$ cat src/rtl/ikaopll_acc_mixer_pkg.sv
// Shared definitions for the OPLL weighted accumulator mixer: width derivation,
// a clog2 helper and the FSM state encoding.
package ikaopll_acc_mixer_pkg;

  typedef enum logic {
    ST_PRIME = 1'b0,
    ST_RUN   = 1'b1
  } mix_state_t;

  function automatic int clog2(input int value);
    int r;
    r = 0;
    while ((1 << r) < value) r = r + 1;
    return r;
  endfunction

  function automatic int prod_width(input int in_w, input int vol_w);
    return in_w + vol_w;
  endfunction

  // 64 slots of headroom per frame times the number of frames per word.
  function automatic int acc_width(input int in_w, input int vol_w, input int decim);
    return prod_width(in_w, vol_w) + clog2(64 * decim);
  endfunction

  function automatic int cnt_width(input int decim);
    return (decim > 1) ? clog2(decim) : 1;
  endfunction

endpackage

$ cat src/rtl/ikaopll_acc_mixer_sat.sv
// Combinational arithmetic right shift followed by clamp-or-wrap down to OUT_W.
module ikaopll_mix_sat #(
  parameter int IN_W     = 20,
  parameter int OUT_W    = 16,
  parameter int SHIFT    = 0,
  parameter int SATURATE = 1
) (
  input  logic signed [IN_W-1:0]  din,
  output logic signed [OUT_W-1:0] dout,
  output logic                    clip
);

  localparam int W = (IN_W > OUT_W) ? IN_W : OUT_W;
  localparam logic signed [W-1:0] MAX_V = {{(W-OUT_W+1){1'b0}}, {(OUT_W-1){1'b1}}};
  localparam logic signed [W-1:0] MIN_V = {{(W-OUT_W+1){1'b1}}, {(OUT_W-1){1'b0}}};

  logic signed [IN_W-1:0] shifted;
  logic signed [W-1:0]    ext;
  logic                   over_hi;
  logic                   over_lo;

  always_comb begin
    shifted = din >>> SHIFT;
    ext     = W'(shifted);
    over_hi = (ext > MAX_V);
    over_lo = (ext < MIN_V);
    if (SATURATE != 0) begin
      if (over_hi)      dout = MAX_V[OUT_W-1:0];
      else if (over_lo) dout = MIN_V[OUT_W-1:0];
      else              dout = ext[OUT_W-1:0];
      clip = over_hi | over_lo;
    end else begin
      dout = ext[OUT_W-1:0];
      clip = 1'b0;
    end
  end

endmodule

$ cat src/rtl/ikaopll_acc_mixer.sv
// N-source weighted slot-sample accumulator: multiply by group volume (S1),
// accumulate over DECIM frames (S2), emit one strobed, saturated PCM word.
module ikaopll_acc_mixer
  import ikaopll_acc_mixer_pkg::*;
#(
  parameter int NUM_SRC  = 2,
  parameter int IN_W     = 9,
  parameter int VOL_W    = 5,
  parameter int OUT_W    = 16,
  parameter int DECIM    = 1,
  parameter int SHIFT    = 0,
  parameter int SATURATE = 1
) (
  input  logic                     i_EMUCLK,
  input  logic                     i_RST,
  input  logic                     i_phi1_NCEN_n,
  input  logic                     i_DAC_EN,
  input  logic                     i_CYCLE_00,
  input  logic [NUM_SRC-1:0]       i_SRC_SEL,
  input  logic [IN_W-1:0]          i_SAMPLE,
  input  logic [NUM_SRC*VOL_W-1:0] i_VOL,
  output logic                     o_STRB,
  output logic [OUT_W-1:0]         o_SAMPLE,
  output logic                     o_CLIP,
  output mix_state_t               dbg_state
);

  localparam int PROD_W = prod_width(IN_W, VOL_W);
  localparam int ACC_W  = acc_width(IN_W, VOL_W, DECIM);
  localparam int CNT_W  = cnt_width(DECIM);

  // ---------------- S1: volume select and product ----------------
  logic                     en;
  logic signed [VOL_W-1:0]  vol_sel;
  logic                     sel_any;
  logic signed [PROD_W-1:0] smp_x;
  logic signed [PROD_W-1:0] vol_x;
  logic signed [PROD_W-1:0] prod_c;
  logic signed [PROD_W-1:0] s1_prod;
  logic                     s1_mark;

  assign en = ~i_phi1_NCEN_n;

  // Scanning downward makes the lowest set select bit win.
  always_comb begin
    vol_sel = '0;
    sel_any = 1'b0;
    for (int k = NUM_SRC - 1; k >= 0; k--) begin
      if (i_SRC_SEL[k]) begin
        vol_sel = i_VOL[k*VOL_W +: VOL_W];
        sel_any = 1'b1;
      end
    end
  end

  always_comb begin
    smp_x  = {{VOL_W{i_SAMPLE[IN_W-1]}}, i_SAMPLE};
    vol_x  = {{IN_W{vol_sel[VOL_W-1]}}, vol_sel};
    prod_c = smp_x * vol_x;
  end

  // Invalid cycles register a zero product so S2 can add unconditionally.
  always_ff @(posedge i_EMUCLK) begin
    if (i_RST) begin
      s1_prod <= '0;
      s1_mark <= 1'b0;
    end else begin
      s1_prod <= (en & i_DAC_EN & sel_any) ? prod_c : '0;
      s1_mark <= en & i_CYCLE_00;
    end
  end

  // ---------------- S2: FSM and accumulator ----------------
  mix_state_t               state_q;
  mix_state_t               state_d;
  logic signed [ACC_W-1:0]  acc_q;
  logic signed [ACC_W-1:0]  prod_ext;
  logic [CNT_W-1:0]         cnt_q;
  logic                     cnt_last;
  logic                     acc_load;
  logic                     acc_add;
  logic                     cnt_inc;
  logic                     cnt_clr;
  logic                     emit;
  logic signed [OUT_W-1:0]  sat_word;
  logic                     sat_clip;

  assign prod_ext  = {{(ACC_W-PROD_W){s1_prod[PROD_W-1]}}, s1_prod};
  assign cnt_last  = (cnt_q == CNT_W'(DECIM - 1));
  assign dbg_state = state_q;

  always_ff @(posedge i_EMUCLK) begin
    if (i_RST) state_q <= ST_PRIME;
    else       state_q <= state_d;
  end

  always_comb begin
    state_d = state_q;
    case (state_q)
      ST_PRIME: if (s1_mark) state_d = ST_RUN;
      ST_RUN:   state_d = ST_RUN;
      default:  state_d = ST_PRIME;
    endcase
  end

  // The marker-cycle product always opens a new frame; it is never split.
  always_comb begin
    acc_load = 1'b0;
    acc_add  = 1'b0;
    cnt_inc  = 1'b0;
    cnt_clr  = 1'b0;
    emit     = 1'b0;
    case (state_q)
      ST_PRIME: begin
        if (s1_mark) begin
          acc_load = 1'b1;
          cnt_clr  = 1'b1;
        end
      end
      ST_RUN: begin
        if (s1_mark && cnt_last) begin
          emit     = 1'b1;
          acc_load = 1'b1;
          cnt_clr  = 1'b1;
        end else if (s1_mark) begin
          acc_add = 1'b1;
          cnt_inc = 1'b1;
        end else begin
          acc_add = 1'b1;
        end
      end
      default: ;
    endcase
  end

  ikaopll_mix_sat #(
    .IN_W     (ACC_W),
    .OUT_W    (OUT_W),
    .SHIFT    (SHIFT),
    .SATURATE (SATURATE)
  ) u_sat (
    .din  (acc_q),
    .dout (sat_word),
    .clip (sat_clip)
  );

  // o_STRB is a single-cycle pulse; o_SAMPLE and o_CLIP hold until the next one.
  always_ff @(posedge i_EMUCLK) begin
    if (i_RST) begin
      acc_q    <= '0;
      cnt_q    <= '0;
      o_STRB   <= 1'b0;
      o_SAMPLE <= '0;
      o_CLIP   <= 1'b0;
    end else begin
      if (acc_load)     acc_q <= prod_ext;
      else if (acc_add) acc_q <= acc_q + prod_ext;
      if (cnt_clr)      cnt_q <= '0;
      else if (cnt_inc) cnt_q <= cnt_q + 1'b1;
      o_STRB <= emit;
      if (emit) begin
        o_SAMPLE <= sat_word;
        o_CLIP   <= sat_clip;
      end
    end
  end

endmodule

$ cat config.mk
export PLATFORM = sky130hd
export DESIGN_NAME = ikaopll_acc_mixer
export DESIGN_NICKNAME = d
export VERILOG_FILES = /design/src/rtl/ikaopll_acc_mixer_pkg.sv /design/src/rtl/ikaopll_acc_mixer_sat.sv /design/src/rtl/ikaopll_acc_mixer.sv
export SDC_FILE = /design/constraint.sdc
export NUM_CORES = 1
export LEC_CHECK = 0
export ABC_AREA = 1
export CAP_MARGIN = 10
export CORE_ASPECT_RATIO = 1.4
export CORE_MARGIN = 2
export CORE_UTILIZATION = 35
export DETAILED_ROUTE_END_ITERATION = 10
export PLACE_DENSITY = 0.59
export SLEW_MARGIN = 20
export SYNTH_ARGS = -nofsm -noshare
export SYNTH_HDL_FRONTEND = slang
export SYNTH_SLANG_ARGS = --single-unit
$ cat constraint.sdc
create_clock -name i_EMUCLK -period 4.9 [get_ports i_EMUCLK]
set_input_delay 0.98 -clock i_EMUCLK [delete_from_list [all_inputs] [get_ports i_EMUCLK]]
set_output_delay 0.98 -clock i_EMUCLK [all_outputs]
set_load 0.03 [all_outputs]
# Word-level counts from Yosys, hierarchy flattened
# Cells that the tools add are included.
# W data, S select, Z words.
[op_classes]
add_sub_neg = 2
multipliers = 1
order_cmp = 2
n_mux = 17
n_bitwise = 8
reduce_logical = 4
[op_table]
columns = ["cell", "count"]
rows = [
  ["$mux W20", 2],
  ["$mux W16", 2],
  ["$add A20 B14 Y20", 1],
  ["$gt A20 B16 Y1 const B", 1],
  ["$lt A20 B16 Y1 const B", 1],
  ["$mul A9 B5 Y14", 1],
  ["$mux W5", 2],
  ["$mux W1", 9],
  ["$not A1 Y1", 4],
  ["$pmux W1 S2", 2],
  ["$reduce_or A2 Y1", 2],
  ["$and A1 B1 Y1", 3],
  ["$reduce_bool A2 Y1", 1],
  ["$add A1 B1 Y1 const B", 1],
  ["$logic_and A1 B1 Y1", 1],
  ["$or A1 B1 Y1", 1],
]
[totals]
reg_bits = 55
input_bits = 26
out_inout_bits = 19
word_cells = 42

# Logic depth before layout (Yosys ltp)
# Gate-level depths: netlist of the first run.
[logic_depth]
ltp_word = 6
depth_mapped = 21
depth_no_buf = 21

# Cells and area by module
# Synthesis of the first run repeated with hierarchy kept, for this count alone.
[unflattened]
hier_cells = 708
hier_area_um2 = 4860.9
[modules_own_cells]
columns = ["mod", "n_inst", "cells_each", "area_each_um2"]
rows = [
  ["ikaopll_acc_mixer", 1, 668, 4677.0],
  ["ikaopll_mix_sat", 1, 40, 183.9],
]

# Worst setup path before layout of the first run
# OpenSTA, ideal clock, no wires.
[synth_path]
path_kind = "in2reg"
start = "input port i_SRC_SEL[0]"
end = "register s1_prod[10]"
t_arrival_ns = 4.276
required_ns = 4.787
setup_slack_ns = 0.511
stages = 17
n_path_buf = 0
path_cell_list = "inv_2 o21ai_1 nor2_1 fa_1 fa_1 inv_1 fa_1 inv_1 ha_1 a21oi_2 o21ai_1 a21oi_2 nor2_1 o21ai_0 nand2_1 nor2_1 nor2_1"
[synth_via]
elab_chain_len = 4
[synth_rtl]
columns = ["element", "line_no", "rtl"]
rows = [
  ["start: declaration", "ikaopll_acc_mixer.sv:19", "input logic [NUM_SRC-1:0] i_SRC_SEL,"],
  ["parallel branches: the longest is 4 deep, another holds $mul A9 B5 Y14", "n/a", ""],
  ["end signal: assignment", "ikaopll_acc_mixer.sv:68", "s1_prod <= (en & i_DAC_EN & sel_any) ? prod_c : '0;"],
  ["end: declaration", "ikaopll_acc_mixer.sv:39", "logic signed [PROD_W-1:0] s1_prod;"],
]
# Several ways; the timed one is not identified.
# A chain may end at the register's enable or synchronous reset.

# Final worst setup path of the first run
[layout_path]
start = "input port i_SRC_SEL[0]"
end = "register s1_prod[11]"
# Same word-level chain as after synthesis.

==> flow_summary.ini, run 1 <==
[cts]
worstSkewPairLatency_ns = 0.29
cts_max_path_buffers = 2
clock-sinks = 55
numCtsBuffers = 5
clock_tree.root_cell = sky130_fd_sc_hd__clkbuf_16
cts.clk_slew.worst_paths_ns = 0.07
htreeDepth = 2
cts_tree = yes

[worst_setup_path]
worst_setup_path_start_kind = input pin
critical_path_arrival_ns = 4.99
cp-end-kind = register
crit_required_ns = 5.13
critPathMaxFanout = 9
rr_worst_depth = 13
worst_setup_path_category = in -> reg

[finish]
diode_count = 0
drive_above_1_share_pct = 9.350
multiInputGateArea_mm2 = 0.003227
instances_no_fill = 920
net_total_in_the_final_layout = 835
filler_cell_count = 1397
area_delta_synth_final_pct = 20.98
ff_latch_area_mm2 = 0.001101
postLayoutCoreUtil_pct = 43.31

[floorplan]
die_y_um = 142.1
initial_utilization_pct = 35.80
row_count = 50
chipWidth_um = 102.7
floorplan.core_area_mm2 = 0.01333
ios = 45
design.die.area_mm2 = 0.01459

[timing]
maxSlewHeadroom_pct = 33.32
finalHoldViolations = 0
tightest_slew_ns = 1.000
timing.fmax_mhz = 210.0
min_period_ns = 4.761
unrepaired_setup_endpoints_after_global_routing = no
timing.clock.skew_ns = 0.006484
final_max_slew_viol_count = 0
report.final.setup_viol = 0
fin_worst_hold_slack_ns = 0.4639
finalCritPeriodShare_pct = 97.17

[yosys]
yosys.area_share.xor_xnor_pct = 2.203
synth.ff_latch_count = 55
synth-edff-count = 0
synth_simple_gate_area_share_pct = 24.70
synth_adder_area_share_pct = 23.60
synth.yosys.warnings = 0
yosys-mux-area-fraction_pct = 0
synth_sequential_area_ratio_pct = 23.08
synth-compound-area-share_pct = 16.52
postSynth.topFlopCell = sky130_fd_sc_hd__dfxtp_1
ys_types = 37
postSynth.asyncResetShare_pct = 0
syn-instance-count = 672
syn_area_per_cell_um2 = 7.099
synth_area_mm2 = 0.004771
synth_top_family_by_area = simple AND/OR/NAND/NOR gates
synth_fp_nets = 770

[worst_hold_path]
min_path_type = reg -> reg
worstHoldPathCells = 2

[pwr]
internal-power_w = 0.001038
power.share.clock_pct = 24.7
power.ir.vdd_worst_uv = 134.6
cellPowerDensity_mw_per_mm2 = 285.9
p_switching_w = 0.0006121
p_sw_share_pct = 37.10
cellLeakagePower_nw = 2.843
seqPwrFrac_pct = 29.7
combinationalPowerShare_pct = 45.6

[global_route]
grt_pass1_wl_um = 18780
grt_overflow_total = 0
global_route.usage.total_pct = 15.74
antenna_found_initial = 0
grt_start_max_net_pins = 31
grt_pass1_vias = 4338

[placed_design]
place_congestion = 0.9299
dp_hpwl_um = 9442
placedCellCount = 912
placement.io_buffers = 44

[drt]
post-route-drc-count = 0
antenna_violation_net_count_after_detailed_routing = 0
drt-vias-per-instance = 4.765
route.detailed.wl_per_inst_um = 12.02
totalWireLength_um = 11060
drt_iter0_drcs = 106
drtPass1Iterations = 6
route.vias.total = 4384

[outcome]
run_status = finished clean

[job]
max_cap_violations = 0
==> Yosys cell counts, drive strengths merged, types with 5 or more instances <==
cell type | instances | area [um^2]
ha | 42 | 525.5
nor3 | 6 | 30.03
xor2 | 6 | 52.55
o211ai | 5 | 37.54
a21oi | 58 | 309.0
nand3 | 34 | 190.2
buf | 5 | 25.02
fa | 30 | 600.6
nand2 | 138 | 528.0
nor2 | 77 | 309.0
xnor2 | 6 | 52.55
dfxtp | 55 | 1101
o21bai | 5 | 37.54
inv | 115 | 431.7
a21o | 7 | 52.55
o21ai | 60 | 311.6
==> power by group through the flow <==
stage                     Clock (W)  Combinational, W  Sequential, W
after CTS                  0.000418          0.000733       0.000490
after detailed placement          0          0.000729       0.000500
after floorplan                   0          0.000497       0.000497
after global routing       0.000435          0.000861       0.000493
after global placement            0          0.000715       0.000500
final                      0.000408          0.000752       0.000490
==> area by class of cell <==
cell class | instances | area share [%]
inverters | 115 | 7.479
clock inverters | 3 | 0.8021
well taps | 182 | 3.945
repair buffers | 67 | 10.62
flip-flops and latches | 55 | 19.08
multi-input cells | 493 | 55.91
clock buffers | 5 | 2.168
==> cells by family (layout without fill, tap and decap cells) <==
kind of cell,after synthesis,count (layout)
xor gates and xnor gates,12,12
AOI/OAI and AO/OA,140,140
buffers and inverters,124,190
and+or+nand+nor,269,269
adders and majority gates,72,72
DFF,55,55
==> worst max-delay path: stages <==
cell and delay (ns):
sky130_fd_sc_hd__clkdlybuf4s50_1 0.49, sky130_fd_sc_hd__inv_2 0.07, sky130_fd_sc_hd__buf_4 0.13, sky130_fd_sc_hd__o21ai_1 0.11, sky130_fd_sc_hd__buf_4 0.17, sky130_fd_sc_hd__nor2_1 0.07, sky130_fd_sc_hd__fa_1 0.50, sky130_fd_sc_hd__fa_1 0.55
sky130_fd_sc_hd__inv_1 0.05, sky130_fd_sc_hd__fa_1 0.52, sky130_fd_sc_hd__inv_1 0.04, sky130_fd_sc_hd__ha_1 0.34, sky130_fd_sc_hd__a21oi_2 0.19, sky130_fd_sc_hd__o21ai_0 0.13, sky130_fd_sc_hd__a21oi_1 0.21, sky130_fd_sc_hd__nor2_1 0.08
sky130_fd_sc_hd__nor2_1 0.12, sky130_fd_sc_hd__o21ai_0 0.09, sky130_fd_sc_hd__a21oi_1 0.13
==> flip-flops by register name, indices dropped and copies added, names as in the netlist <==
signal     count
acc_q         20
o_SAMPLE      16
s1_prod       14
cnt_q          1
dbg_state      1
o_CLIP         1
o_STRB         1
s1_mark        1
==> stage by stage <==
step,setup slack (ns),power [W],area [um^2],setup TNS (ns)
after floorplan,0.5109,0.0009944,4771,0
after global placement,-0.09027,0.001215,5572,-0.3017
after detailed placement,-0.2170,0.001229,5572,-0.8610
after CTS,0.09909,0.001641,5743,0
after global routing,0.001785,0.001789,5772,0
final,0.1385,0.001650,5772,0
==> cell usage in the layout, fill, tap and decap left out, types with 2 or more instances in the layout <==
cell                                n
sky130_fd_sc_hd__a21o_1             7
sky130_fd_sc_hd__a21oi_1           52
sky130_fd_sc_hd__a21oi_2            6
sky130_fd_sc_hd__buf_4             23
sky130_fd_sc_hd__clkbuf_16          5
sky130_fd_sc_hd__clkdlybuf4s50_1   44
sky130_fd_sc_hd__dfxtp_1           55
sky130_fd_sc_hd__fa_1              30
sky130_fd_sc_hd__ha_1              41
sky130_fd_sc_hd__inv_1            109
sky130_fd_sc_hd__inv_2              6
sky130_fd_sc_hd__nand2_1          134
sky130_fd_sc_hd__nand2_2            4
sky130_fd_sc_hd__nand3_1           30
sky130_fd_sc_hd__nand3_2            4
sky130_fd_sc_hd__nand3b_1           2
sky130_fd_sc_hd__nand4_1            4
sky130_fd_sc_hd__nor2_1            73
sky130_fd_sc_hd__nor2_2             2
sky130_fd_sc_hd__nor2_4             2
sky130_fd_sc_hd__nor3_1             5
sky130_fd_sc_hd__o211ai_1           5
sky130_fd_sc_hd__o21ai_0           47
sky130_fd_sc_hd__o21ai_1            8
sky130_fd_sc_hd__o21ai_2            5
sky130_fd_sc_hd__o21bai_1           5
sky130_fd_sc_hd__or2_2              4
sky130_fd_sc_hd__xnor2_1            6
sky130_fd_sc_hd__xor2_1             6
==> final timing paths <==
path                                    end    startpoint  slack [ns]
worst max register to register    acc_q[12]    s1_prod[0]        2.56
worst min register to register  o_SAMPLE[1]   o_SAMPLE[1]        0.46
worst max-delay path            s1_prod[11]  i_SRC_SEL[0]        0.14
worst min-delay path            o_SAMPLE[1]   o_SAMPLE[1]        0.46
==> layer usage <==
metal | up-vias | part of all wire (%) | track usage [%]
met5 | - | 0 | 0
met4 | 0 | 3.3 | 7.088
met3 | 21 | 2.9 | 1.081
met2 | 92 | 54 | 30.79
met1 | 1984 | 40 | 16.56
li1 | 2287 | - | -
==> what timing repair did <==
item                       4_1_cts  5_1_grt
hold endpoints to repair         0        0
setup endpoints to repair        0        5
hold buffers                     0        0
setup buffers                    0        0
gates resized for setup          0        5
No activity file was read; power rests on OpenSTA's default activity.
==> run 2, diff against run 1 <==
Settings changed: CORE_UTILIZATION 35 to 30, PLACE_DENSITY 0.59 to 0.51.
==> run 2 against run 1 <==
  * Clock-buffer cell count is the same
  * First-iteration DRC count grew 26%
  * Utilization shrank 6.2 points
  * Power grew 1.1%
  * Worst setup slack gained 0.055 ns
  * Critical endpoint is now s1_prod[10]
  * Non-clock buffer count grew 1
  * Worst hold slack lost 0.00065 ns
  * Highest routed layer unchanged
  * Clock skew shrank 0.0022 ns
  * Register-to-register slack gained 0.04 ns
==> flow_summary.ini, run 2 (synthesis results as in run 1) <==
[pwr]
power.total_w = 0.001669
cellLeakagePower_nw = 2.851
cellPowerDensity_mw_per_mm2 = 287.8
p_switching_w = 0.0006297
p_sw_share_pct = 37.74
power.ir.vdd_worst_uv = 229.0
internal-power_w = 0.001039
power.share.clock_pct = 24.8
combinationalPowerShare_pct = 45.8
seqPwrFrac_pct = 29.4

[cts]
numCtsBuffers = 5
ctsHoldBuffers = 0
cts_tree = yes
clock_tree.root_cell = sky130_fd_sc_hd__clkbuf_16
htreeDepth = 2
count_of_buffers_added_by_post_cts_timing_repair_for_setup = 0
post_cts_resized = 0
cts.clk_slew.worst_paths_ns = 0.07
worstSkewPairLatency_ns = 0.30
clock-sinks = 55
cts_max_path_buffers = 2

[worst_setup_path]
critPathMaxFanout = 9
critical_path_arrival_ns = 4.95
crit_path_frequent_cell = sky130_fd_sc_hd__nand2_1
cp-end-kind = register
critical_path_cell_sequence = clkdlybuf4s50_1, nand2_1, nand2_1, o21ai_1, buf_4, or2_2, fa_1, fa_1, fa_1, inv_1, ha_1, a21oi_2, o21ai_1, a21oi_2, nor2_1, o21ai_0, nand2_1, nand2_1, nand2_1, nor2_1
worst_setup_path_start_kind = input pin
crit_required_ns = 5.14
critPathSlowestCell = sky130_fd_sc_hd__fa_1
worst_setup_path_category = in -> reg
slowest_delay_ns = 0.60
worst-r2r-setup-slack_ns = 2.60

[timing]
tightest_slew_ns = 1.011
report.final.setup_viol = 0
final_max_slew_viol_count = 0
timing.clock.skew_ns = 0.004300
setup_slack_ns = 0.1940
timing.fmax_mhz = 212.5
unrepaired_setup_endpoints_after_global_routing = no
fin_worst_hold_slack_ns = 0.4632
finalHoldViolations = 0
maxSlewHeadroom_pct = 32.43
min_period_ns = 4.706
finalCritPeriodShare_pct = 96.04

[finish]
area_delta_synth_final_pct = 21.53
largest_register = acc_q
reg_top3 = acc_q: 20 flops, o_SAMPLE: 16 flops, s1_prod: 14 flops
largest_reg_flops = 20
net_total_in_the_final_layout = 836
diode_count = 0
finalInstanceArea_mm2 = 0.005798
most-common-layout-cells = 134 x sky130_fd_sc_hd__nand2_1, 108 x sky130_fd_sc_hd__inv_1, 72 x sky130_fd_sc_hd__nor2_1, 55 x sky130_fd_sc_hd__dfxtp_1, 51 x sky130_fd_sc_hd__a21oi_1
layout.cells.most_common = sky130_fd_sc_hd__nand2_1
drive_above_1_share_pct = 9.878

[drt]
route.vias.total = 4398
totalWireLength_um = 11550
route.detailed.wl_per_inst_um = 12.35
antenna_violation_net_count_after_detailed_routing = 0
post-route-drc-count = 0
drt_iter0_drcs = 134
drtPass1Iterations = 5
drt-vias-per-instance = 4.704

[placed_design]
place_congestion = 0.8975
dpl_worst_slack_ns = -0.1487
dpl-instance-area_mm2 = 0.005597
dp_hpwl_um = 9811
placement.io_buffers = 44

[floorplan]
row_count = 54
die_y_um = 153.2
design.die.area_mm2 = 0.01694
initial_utilization_pct = 30.57
chipWidth_um = 110.6
ios = 45
floorplan.core_area_mm2 = 0.01561

[global_route]
grt_overflow_total = 0
globalRouteMet1Util_pct = 14.81
grt_pass1_vias = 4509
met2_usage_pct = 27.20
grt_start_max_net_pins = 31
global_route.usage.total_pct = 13.89
antenna_found_initial = 0
grt_pass1_wl_um = 19780
met3_usage_pct = 1.546
grt-busiest-layer = met2

[job]
max_cap_violations = 0

[outcome]
run_status = finished clean

[worst_hold_path]
min_path_type = reg -> reg
-- run 2: cell types whose count changed in the layout (fill, tap and decap cells not counted), sizes merged --
cell / delta
buf: +1
-- run 2: layout make-up --
cell class                      count  area [um^2]
Multi-Input combinational cell    493         3228
Clock inverter                      3        46.29
Inverter                          115        431.7
Clock buffer                        5        125.1
Sequential cell                    55         1101
Fill cell                        1712         9809
Timing Repair Buffer               68        620.6
Tap cell                          196        245.2
-- run 2: worst paths after layout --
check / to / cells after the start / start
worst max register to register: acc_q[12] / 13 / s1_prod[0]
worst min register to register: o_SAMPLE[12] / 2 / o_SAMPLE[12]
worst max-delay path: s1_prod[10] / 20 / i_SRC_SEL[1]
worst min-delay path: o_SAMPLE[12] / 2 / o_SAMPLE[12]
-- run 2: through the flow --
stage / cells / util [%] / TNS (ns)
3_3_place_gp: 927 / 35.86 / -0.08718
3_5_place_dp: 927 / 35.86 / -0.5337
6_report: 935 / 37.15 / 0
2_1_floorplan: 672 / - / 0
4_1_cts: 935 / 36.96 / 0
5_1_grt: 935 / 37.15 / 0
-- run 2: power groups by stage --
| stage | sequential, W | clock (W) | combinational, W |
|---|---|---|---|
| after floorplan | 0.000497 | 0 | 0.000497 |
| after global placement | 0.000500 | 0 | 0.000728 |
| after detailed placement | 0.000501 | 0 | 0.000737 |
| after CTS | 0.000490 | 0.000426 | 0.000744 |
| after global routing | 0.000494 | 0.000441 | 0.000882 |
| final | 0.000490 | 0.000415 | 0.000764 |
-- run 2: worst max-delay path, delay by kind of cell --
kind | cells | cell delay, ns
fa+ha+maj | 4 | 1.80
compound gates | 5 | 0.65
simple gates | 8 | 0.75
buf+inv | 3 | 0.76
-- run 2: per-layer routing --
layer	vias to the layer above	share of wire, %	routed length (um)
met5	-	0	0
met4	0	3.2	367
met3	23	3.1	359
met2	94	53	6140
met1	1990	41	4681
li1	2291	-	-
==> run 3, diff against run 2 <==
Settings changed: PLACE_DENSITY 0.51 to 0.55.
Clock period 4.9 ns to 5.42 ns, I/O delays scaled along.
==> run 3 against run 2 <==
  * Sequential power is 9.2% lower
  * Global-route usage hardly changed
  * Final cell count is 2.0% lower
  * Clock skew is 0.0035 ns higher
  * Non-clock buffer count is 19 lower
  * Sequential share of layout area is 0.57 points higher
  * Combinational power is 23% lower
  * Highest routed layer unchanged
==> flow_summary.ini, run 3 (synthesis results as in run 1) <==
[cts]
numCtsBuffers = 5
cts.clk_slew.worst_paths_ns = 0.07
htreeDepth = 2
clock_tree.root_cell = sky130_fd_sc_hd__clkbuf_16
cts_tree = yes
ctsHoldBuffers = 0
worstSkewPairLatency_ns = 0.30
clock-sinks = 55
cts_max_path_buffers = 2

[finish]
area_delta_synth_final_pct = 17.99
largest_reg_flops = 20
instances_no_fill = 916
postLayoutCoreUtil_pct = 36.07
net_total_in_the_final_layout = 817
largest_register = acc_q
diode_count = 0
drive_above_1_share_pct = 6.528
reg_top3 = acc_q: 20 flops, o_SAMPLE: 16 flops, s1_prod: 14 flops
layout.cells.most_common = sky130_fd_sc_hd__nand2_1
most-common-layout-cells = 134 x sky130_fd_sc_hd__nand2_1, 109 x sky130_fd_sc_hd__inv_1, 73 x sky130_fd_sc_hd__nor2_1, 55 x sky130_fd_sc_hd__dfxtp_1, 52 x sky130_fd_sc_hd__a21oi_1

[timing]
timing.clock.skew_ns = 0.007820
fin_worst_hold_slack_ns = 0.4645
maxSlewHeadroom_pct = 30.86
report.final.setup_viol = 0
unrepaired_setup_endpoints_after_global_routing = no
finalHoldViolations = 0
final_max_slew_viol_count = 0
timing.fmax_mhz = 203.2
setup_slack_ns = 0.4994
finalCritPeriodShare_pct = 90.79
min_period_ns = 4.921
tightest_slew_ns = 1.035

[pwr]
power.total_w = 0.001402
cellLeakagePower_nw = 2.756
cellPowerDensity_mw_per_mm2 = 249.1
power.ir.vdd_worst_uv = 205.9

[placed_design]
dpl_worst_slack_ns = -0.02263
dp_hpwl_um = 9699
place_congestion = 0.8710
placement.io_buffers = 44
placedCellCount = 908

[drt]
route.detailed.wl_per_inst_um = 12.52
drt-vias-per-instance = 4.717
route.vias.total = 4321
drtPass1Iterations = 4
totalWireLength_um = 11470
drt_iter0_drcs = 148
post-route-drc-count = 0
antenna_violation_net_count_after_detailed_routing = 0

[floorplan]
chipWidth_um = 110.6
floorplan.core_area_mm2 = 0.01561
initial_utilization_pct = 30.57
row_count = 54
ios = 45
die_y_um = 153.2
design.die.area_mm2 = 0.01694

[global_route]
grt_overflow_total = 0
global_route.usage.total_pct = 13.90
grt_start_max_net_pins = 31
grt_pass1_wl_um = 19790
grt_pass1_vias = 4378
antenna_found_initial = 0

[worst_setup_path]
critPathMaxFanout = 10
worst_setup_path_start_kind = input pin
crit_required_ns = 5.65
cp-end-kind = register
worst_setup_path_category = in -> reg
critical_path_arrival_ns = 5.15

[outcome]
run_status = finished clean

[job]
max_cap_violations = 0

[worst_hold_path]
min_path_type = reg -> reg
## run 3: cell count changes in the layout (fill, tap and decap cells not counted), sizes merged
cell,before,now
buf,24,5
clkbuf,5,6
clkinvlp,1,0
## run 3: per-layer routing
layer  routed length [um]  vias to the layer above  global-route usage, %
li1                     -                     2251                      -
met2                 6183                       55                  27.72
met5                    0                        -                      0
met3                  207                       19                  1.348
met1                 4795                     1996                  15.09
met4                  281                        0                  4.524
## run 3: worst max-delay path: stages
cell	delay [ns]
sky130_fd_sc_hd__clkdlybuf4s50_1	0.49
sky130_fd_sc_hd__inv_2	0.09
sky130_fd_sc_hd__o21ai_2	0.36
sky130_fd_sc_hd__nor2_1	0.12
sky130_fd_sc_hd__fa_1	0.51
sky130_fd_sc_hd__fa_1	0.54
sky130_fd_sc_hd__inv_1	0.05
sky130_fd_sc_hd__fa_1	0.53
sky130_fd_sc_hd__inv_1	0.04
sky130_fd_sc_hd__ha_1	0.34
sky130_fd_sc_hd__a21oi_1	0.21
sky130_fd_sc_hd__o21ai_0	0.13
sky130_fd_sc_hd__a21oi_1	0.25
sky130_fd_sc_hd__nor2_1	0.06
sky130_fd_sc_hd__nor2_1	0.12
sky130_fd_sc_hd__o21ai_0	0.09
sky130_fd_sc_hd__a21oi_1	0.13
## run 3: final timing paths
path | from | endpoint | slack, ns | cells after the start
worst max-delay path | i_SRC_SEL[0] | s1_prod[11] | 0.50 | 17
worst min-delay path | o_SAMPLE[4] | o_SAMPLE[4] | 0.46 | 2
worst max register to register | s1_prod[0] | acc_q[12] | 3.13 | 13
worst min register to register | o_SAMPLE[4] | o_SAMPLE[4] | 0.46 | 2
## run 3: area by class of cell
type / count / area [um^2]
clock buffer: 6 / 128.9
clock inverter: 2 / 38.79
fill: 1679 / 9978
inverter: 115 / 431.7
multi-input combinational: 493 / 3206
sequential: 55 / 1101
tap: 196 / 245.2
timing repair buffer: 49 / 478.0
## run 3: where the power goes
part / total [W] / internal [W] / switching, W
Clock: 0.000369 / 0.000220 / 0.000149
Sequential: 0.000445 / 0.000425 / 0.0000200
Combinational: 0.000588 / 0.000224 / 0.000365
Total: 0.00140 / 0.000869 / 0.000534
## run 3: per-stage QoR
stage / cell area, um^2 / TNS [ns]
detailed placement: 5454 / -0.02263
global route: 5629 / 0
CTS: 5622 / 0
global placement: 5454 / 0
floorplan: 4771 / 0
finish: 5629 / 0
## run 3: what timing repair did
item | 4_1_cts | 5_1_grt
endpoints found under the setup margin | 0 | 1
setup buffers | 0 | 0
gates resized for setup | 0 | 1
